### config.mk
export PLATFORM = sky130hd
export DESIGN_NAME = arrow_judge
export DESIGN_NICKNAME = d
export VERILOG_FILES = /design/src/rtl/arrow_judge.sv
export SDC_FILE = /design/constraint.sdc
export NUM_CORES = 1
export LEC_CHECK = 0
export CAP_MARGIN = 40
export CORE_MARGIN = 3
export CORE_UTILIZATION = 60
export CTS_BUF_LIST = sky130_fd_sc_hd__clkbuf_8
export DETAILED_ROUTE_END_ITERATION = 8
export GPL_TIMING_DRIVEN = 0
export PLACE_DENSITY = 0.87
export SYNTH_ARGS = -nofsm -noshare
export SYNTH_HDL_FRONTEND = slang
export SYNTH_SLANG_ARGS = --single-unit
### constraint.sdc
create_clock -name clk -period 5.9 [get_ports clk]
set_input_delay 1.18 -clock clk [delete_from_list [all_inputs] [get_ports clk]]
set_output_delay 1.18 -clock clk [all_outputs]
set_load 0.05 [all_outputs]
### src/rtl/arrow_judge.sv
`default_nettype none
// ============================================================================
// Module   : arrow_judge
// Judges button presses against the target arrow on each metronome beat,
// keeps score/combo and shifts an LFSR-fed 4-deep arrow queue.
// Revision : 1.0
// ============================================================================
module arrow_judge #(
    parameter logic [5:0] LFSR_SEED      = 6'b000001,
    parameter int         SCORE_MAX      = 9999,
    parameter int         COMBO_BONUS_AT = 10
) (
    input  logic        clk,
    input  logic        rst_n,
    input  logic        metronome_clk,
    input  logic [1:0]  state,
    input  logic        btn_up,
    input  logic        btn_down,
    input  logic        btn_left,
    input  logic        btn_right,
    output logic [4:0]  cur_arrow0,
    output logic [4:0]  cur_arrow1,
    output logic [4:0]  cur_arrow2,
    output logic [4:0]  cur_arrow3,
    output logic [13:0] score,
    output logic [13:0] comboCount,
    output logic        hit_pulse,
    output logic        miss_pulse
);

    localparam logic [1:0]  c_ST_GAME    = 2'd0;
    localparam logic [1:0]  c_ST_RESET   = 2'd2;
    localparam logic [4:0]  c_ARROW_NONE = 5'd20;
    localparam logic [13:0] c_SCORE_MAX  = 14'(SCORE_MAX);
    localparam logic [13:0] c_BONUS_AT   = 14'(COMBO_BONUS_AT);

    // bit0/bit1: two-stage synchroniser, bit2: previous synchronised level
    logic [2:0]  r_metro_sync;
    logic [3:0]  r_btn_prev;
    logic [3:0]  r_press_mask;
    logic [5:0]  r_lfsr;
    logic [4:0]  r_arrow0, r_arrow1, r_arrow2, r_arrow3;
    logic [13:0] r_score, r_combo;
    logic        r_hit, r_miss;

    logic        w_beat;
    logic [3:0]  w_btn, w_btn_rise, w_req;
    logic        w_is_hit, w_is_neutral;
    logic [5:0]  w_lfsr_next;
    logic [4:0]  w_new_arrow;
    logic [14:0] w_score_sum;
    logic [13:0] w_score_next, w_combo_next;

    function automatic logic [3:0] f_arrow_mask(input logic [4:0] code);
        case (code)
            5'd10:   f_arrow_mask = 4'b1000;
            5'd11:   f_arrow_mask = 4'b0100;
            5'd12:   f_arrow_mask = 4'b0010;
            5'd13:   f_arrow_mask = 4'b0001;
            5'd14:   f_arrow_mask = 4'b1100;
            5'd15:   f_arrow_mask = 4'b1010;
            5'd16:   f_arrow_mask = 4'b1001;
            5'd17:   f_arrow_mask = 4'b0110;
            5'd18:   f_arrow_mask = 4'b0101;
            5'd19:   f_arrow_mask = 4'b0011;
            default: f_arrow_mask = 4'b0000;
        endcase
    endfunction

    assign w_beat       = r_metro_sync[1] & ~r_metro_sync[2];
    assign w_btn        = {btn_up, btn_down, btn_left, btn_right};
    assign w_btn_rise   = w_btn & ~r_btn_prev;
    assign w_req        = f_arrow_mask(r_arrow3);
    assign w_is_neutral = (w_req == 4'b0000) && (r_press_mask == 4'b0000);
    assign w_is_hit     = (w_req != 4'b0000) && (r_press_mask == w_req);

    assign w_lfsr_next  = {r_lfsr[4:0], r_lfsr[5] ^ r_lfsr[4]};
    assign w_new_arrow  = 5'd10 + 5'(w_lfsr_next % 6'd11);

    assign w_score_sum  = {1'b0, r_score} + ((r_combo >= c_BONUS_AT) ? 15'd2 : 15'd1);
    assign w_score_next = (w_score_sum > {1'b0, c_SCORE_MAX}) ? c_SCORE_MAX : w_score_sum[13:0];
    assign w_combo_next = (r_combo >= c_SCORE_MAX) ? c_SCORE_MAX : r_combo + 14'd1;

    always_ff @(posedge clk or negedge rst_n) begin
        if (!rst_n) begin
            r_metro_sync <= 3'b000;
            r_btn_prev   <= 4'b0000;
            r_press_mask <= 4'b0000;
            r_lfsr       <= LFSR_SEED;
            r_arrow0     <= c_ARROW_NONE;
            r_arrow1     <= c_ARROW_NONE;
            r_arrow2     <= c_ARROW_NONE;
            r_arrow3     <= c_ARROW_NONE;
            r_score      <= 14'd0;
            r_combo      <= 14'd0;
            r_hit        <= 1'b0;
            r_miss       <= 1'b0;
        end else begin
            r_metro_sync <= {r_metro_sync[1:0], metronome_clk};
            r_btn_prev   <= w_btn;
            r_hit        <= 1'b0;
            r_miss       <= 1'b0;
            if (state == c_ST_RESET) begin
                r_press_mask <= 4'b0000;
                r_lfsr       <= LFSR_SEED;
                r_arrow0     <= c_ARROW_NONE;
                r_arrow1     <= c_ARROW_NONE;
                r_arrow2     <= c_ARROW_NONE;
                r_arrow3     <= c_ARROW_NONE;
                r_score      <= 14'd0;
                r_combo      <= 14'd0;
            end else if (state == c_ST_GAME) begin
                if (w_beat) begin
                    if (w_is_hit) begin
                        r_score <= w_score_next;
                        r_combo <= w_combo_next;
                        r_hit   <= 1'b1;
                    end else if (!w_is_neutral) begin
                        r_combo <= 14'd0;
                        r_miss  <= 1'b1;
                    end
                    r_lfsr       <= w_lfsr_next;
                    r_arrow3     <= r_arrow2;
                    r_arrow2     <= r_arrow1;
                    r_arrow1     <= r_arrow0;
                    r_arrow0     <= w_new_arrow;
                    // Edges in the beat cycle belong to the next window
                    r_press_mask <= w_btn_rise;
                end else begin
                    r_press_mask <= r_press_mask | w_btn_rise;
                end
            end else begin
                r_press_mask <= 4'b0000;
            end
        end
    end

    assign cur_arrow0 = r_arrow0;
    assign cur_arrow1 = r_arrow1;
    assign cur_arrow2 = r_arrow2;
    assign cur_arrow3 = r_arrow3;
    assign score      = r_score;
    assign comboCount = r_combo;
    assign hit_pulse  = r_hit;
    assign miss_pulse = r_miss;

endmodule
`default_nettype wire
==> flow_summary.ini <==
[status]
outcome = finished, final reports clean

[synth]
synth.area.top_cells = dfrtp_1 (36%), dfstp_2 (5.8%), a22o_1 (5.8%)
synth_top_area_share_pct = 35.8
synthFlopType = dfrtp_1
yosysMostFrequentCell = dfrtp_1
yosysSeqAreaShare_pct = 41.6
ys_types = 70
netlist_area_um2 = 4050
ys_async_sr_fraction_pct = 100
syn_avg_cell_area_um2 = 9.61
ys_top_cells_by_count = dfrtp_1 (58), nand2_1 (31), a22o_1 (27), o21ai_0 (23)
synth_nets = 444
ys_warn_count = 0
synth_top_area_cell = dfrtp_1
synth_seq_cells = 67
synth_cells = 422
synth-edff-count = 0

[routing]
routed_via_density = 6.59
wl_mm = 10.4
vias = 3771
wl_per_cell_um = 18.1
drtIter0Drc = 270
drtAntennaViolNets = 0
drc = 0
drt_pre_antenna_iters = 7

[die]
ioPinCount = 59
die_x_um = 88.2
dieArea_um2 = 7780
die_h_um = 88.2
start_util_pct = 62.8
core_um2 = 6460
rows = 29

[clock_network]
ctsHoldBuffers = 0
cts_root_buffer = clkbuf_8
cts_tree = built
clock_sinks = 67
clk_pin_slew_ns = 0.07
clockBufferDepth = 2
insertion_delay_ns = 0.34
post_cts_buffers = 0
cts_made_buffers = 9
cts-resized-gates = 0
htreeDepth = 3

[worst_setup_path]
worstSetupPathType = flop to flop
arrival_ns = 4.39
crit_fanout = 10
reg2reg_slack_ns = 1.78
r2r_end = cur_arrow0[2]
crit_path_start_kind = flop
r2r-start = r_lfsr[3]
worstSetupEndpointType = flop
cp.required_ns = 6.17
rr_worst_depth = 15

[power]
p_per_area_nw_per_um2 = 195
ir_drop_uv = 150
power.leakage_nw = 2.12
power_mw = 0.959

[grt]
grt_pass1_vias = 3524
overflow = 0
grt_max_degree = 68
grt_pass1_wl_mm = 16.8
grt_usage_pct = 27.6
antenna_found_initial = 0

[placement]
pre_cts_ws_ns = 1.91
hpwl_mm = 7.25
port_buffers = 57
gp_congestion = 0.875
place_inst = 556
place_area_um2 = 4720

[hold_path]
whs_endpoint = r_metro_sync[1]
min-delay-path-class = flop to flop
whs_path_depth = 0
worstHoldStart = r_metro_sync[0]

[sta]
finalClockSkew_ns = 0.00636
finalHoldViolCount = 0
worstMarginPinSlew_ns = 0.835
finalSetupTns_ns = 0
finalCritPeriodShare_pct = 69.8
slew_headroom_pct = 44.3
worst_slack_ns = 1.78
finalMaxSlewViolations = 0
rsz0062_at_grt = no
finalSetupViolCount = 0
clock.fmax_mhz = 243
fin_crit_ns = 4.12

[finish]
synthToLayoutAreaGrowth_pct = 21.2
nNetsFinal = 512
n_antenna_cell = 0
fin_cells = 572
fillers = 463
drive_gt1_share_pct = 9.09
fin_area_um2 = 4910

[flow_run]
max_cap_violations = 0
layer usage:
metal	GRT usage, %	vias up	wire length, um
met4	12.4	0	197
met1	36.3	1854	4430
met3	4.33	21	679
li1	-	1740	-
met2	44.8	156	5070
met5	0	-	0
sequential cells by signal, indices dropped and copies added, names as in the netlist:
| signal | cells |
|---|---|
| comboCount | 14 |
| cur_arrow0 | 5 |
| cur_arrow1 | 5 |
| cur_arrow2 | 5 |
| cur_arrow3 | 5 |
| hit_pulse | 1 |
| miss_pulse | 1 |
| r_btn_prev | 4 |
| r_lfsr | 6 |
| r_metro_sync | 3 |
| r_press_mask | 4 |
| score | 14 |
cell type report:
cell class / instances / area, um^2 / share of cell area [%]
clock buffers: 10 / 138 / 2.80
plain buffers: 22 / 114 / 2.32
inverters: 17 / 63.8 / 1.30
repair buffers: 57 / 568 / 11.6
multi-input cells: 316 / 2190 / 44.5
well taps: 77 / 96.3 / 1.96
clock inverters: 6 / 57.6 / 1.17
flip-flops and latches: 67 / 1690 / 34.4
how the worst max path moves through the flow:
| stage | to | start | slack [ns] | cells after the start |
|---|---|---|---|---|
| after global placement | score[7] | rst_n | 1.49 | 1 |
| after CTS | cur_arrow0[2] | r_lfsr[3] | 1.88 | 15 |
| after global routing | cur_arrow0[2] | r_lfsr[3] | 1.49 | 15 |
| after detailed placement | cur_arrow0[2] | r_lfsr[3] | 1.91 | 15 |
| final | cur_arrow0[2] | r_lfsr[3] | 1.78 | 15 |
| after floorplan | score[5] | comboCount[0] | 2.12 | 15 |
per-stage QoR:
stage          utilization (%)  hold WS (ns)
2_1_floorplan                -         0.331
3_3_place_gp              73.1         0.334
3_5_place_dp              73.1         0.340
4_1_cts                   76.1         0.359
5_1_grt                   76.1         0.370
6_report                  76.1         0.361
cells in the final DEF (no fill, tap or decap), types with 4 or more instances in the layout:
master           instances
a21o_1                  12
a21oi_1                 18
a22o_1                  27
a31oi_1                  9
and2_1                   4
and3_1                  14
buf_2                    7
clkbuf_1                11
clkbuf_8                10
clkdlybuf4s50_1         56
dfrtp_1                 58
dfstp_2                  9
ha_1                    12
inv_1                   19
nand2_1                 31
nand2b_1                 8
nand3_1                 17
nand4_1                  7
nor2_1                  18
nor2b_1                 11
nor3_1                  13
o211ai_1                 9
o21ai_0                 23
o22a_1                   6
xnor2_1                  5
xor2_1                   4
cells by family after synthesis:
family,count (synthesis),share of synthesized area (%)
mux,6,1.76
simple gates,146,20.4
compound gates,142,25.7
fa+ha+maj,13,4.20
flops,67,41.6
buf+inv,39,4.38
xor+xnor,9,1.94
worst max-delay path, stage by stage, from the launching register on:
cell and delay [ns]:
dfrtp_1 0.42, buf_2 0.20, o21a_1 0.18, mux2i_1 0.30, ha_1 0.35, and2_1 0.16
o221ai_1 0.23, nor2_1 0.27, xor2_1 0.29, ha_1 0.29, nor2_1 0.08, mux2i_1 0.31
a21oi_1 0.18, mux2_2 0.31, ha_1 0.28, o22a_1 0.21
report_power, final:
part	switching, mW	internal (mW)
clock network	0.176	0.203
registers	0.00652	0.470
logic	0.0678	0.0365
total	0.250	0.709
(Power assumes the default switching activity.)
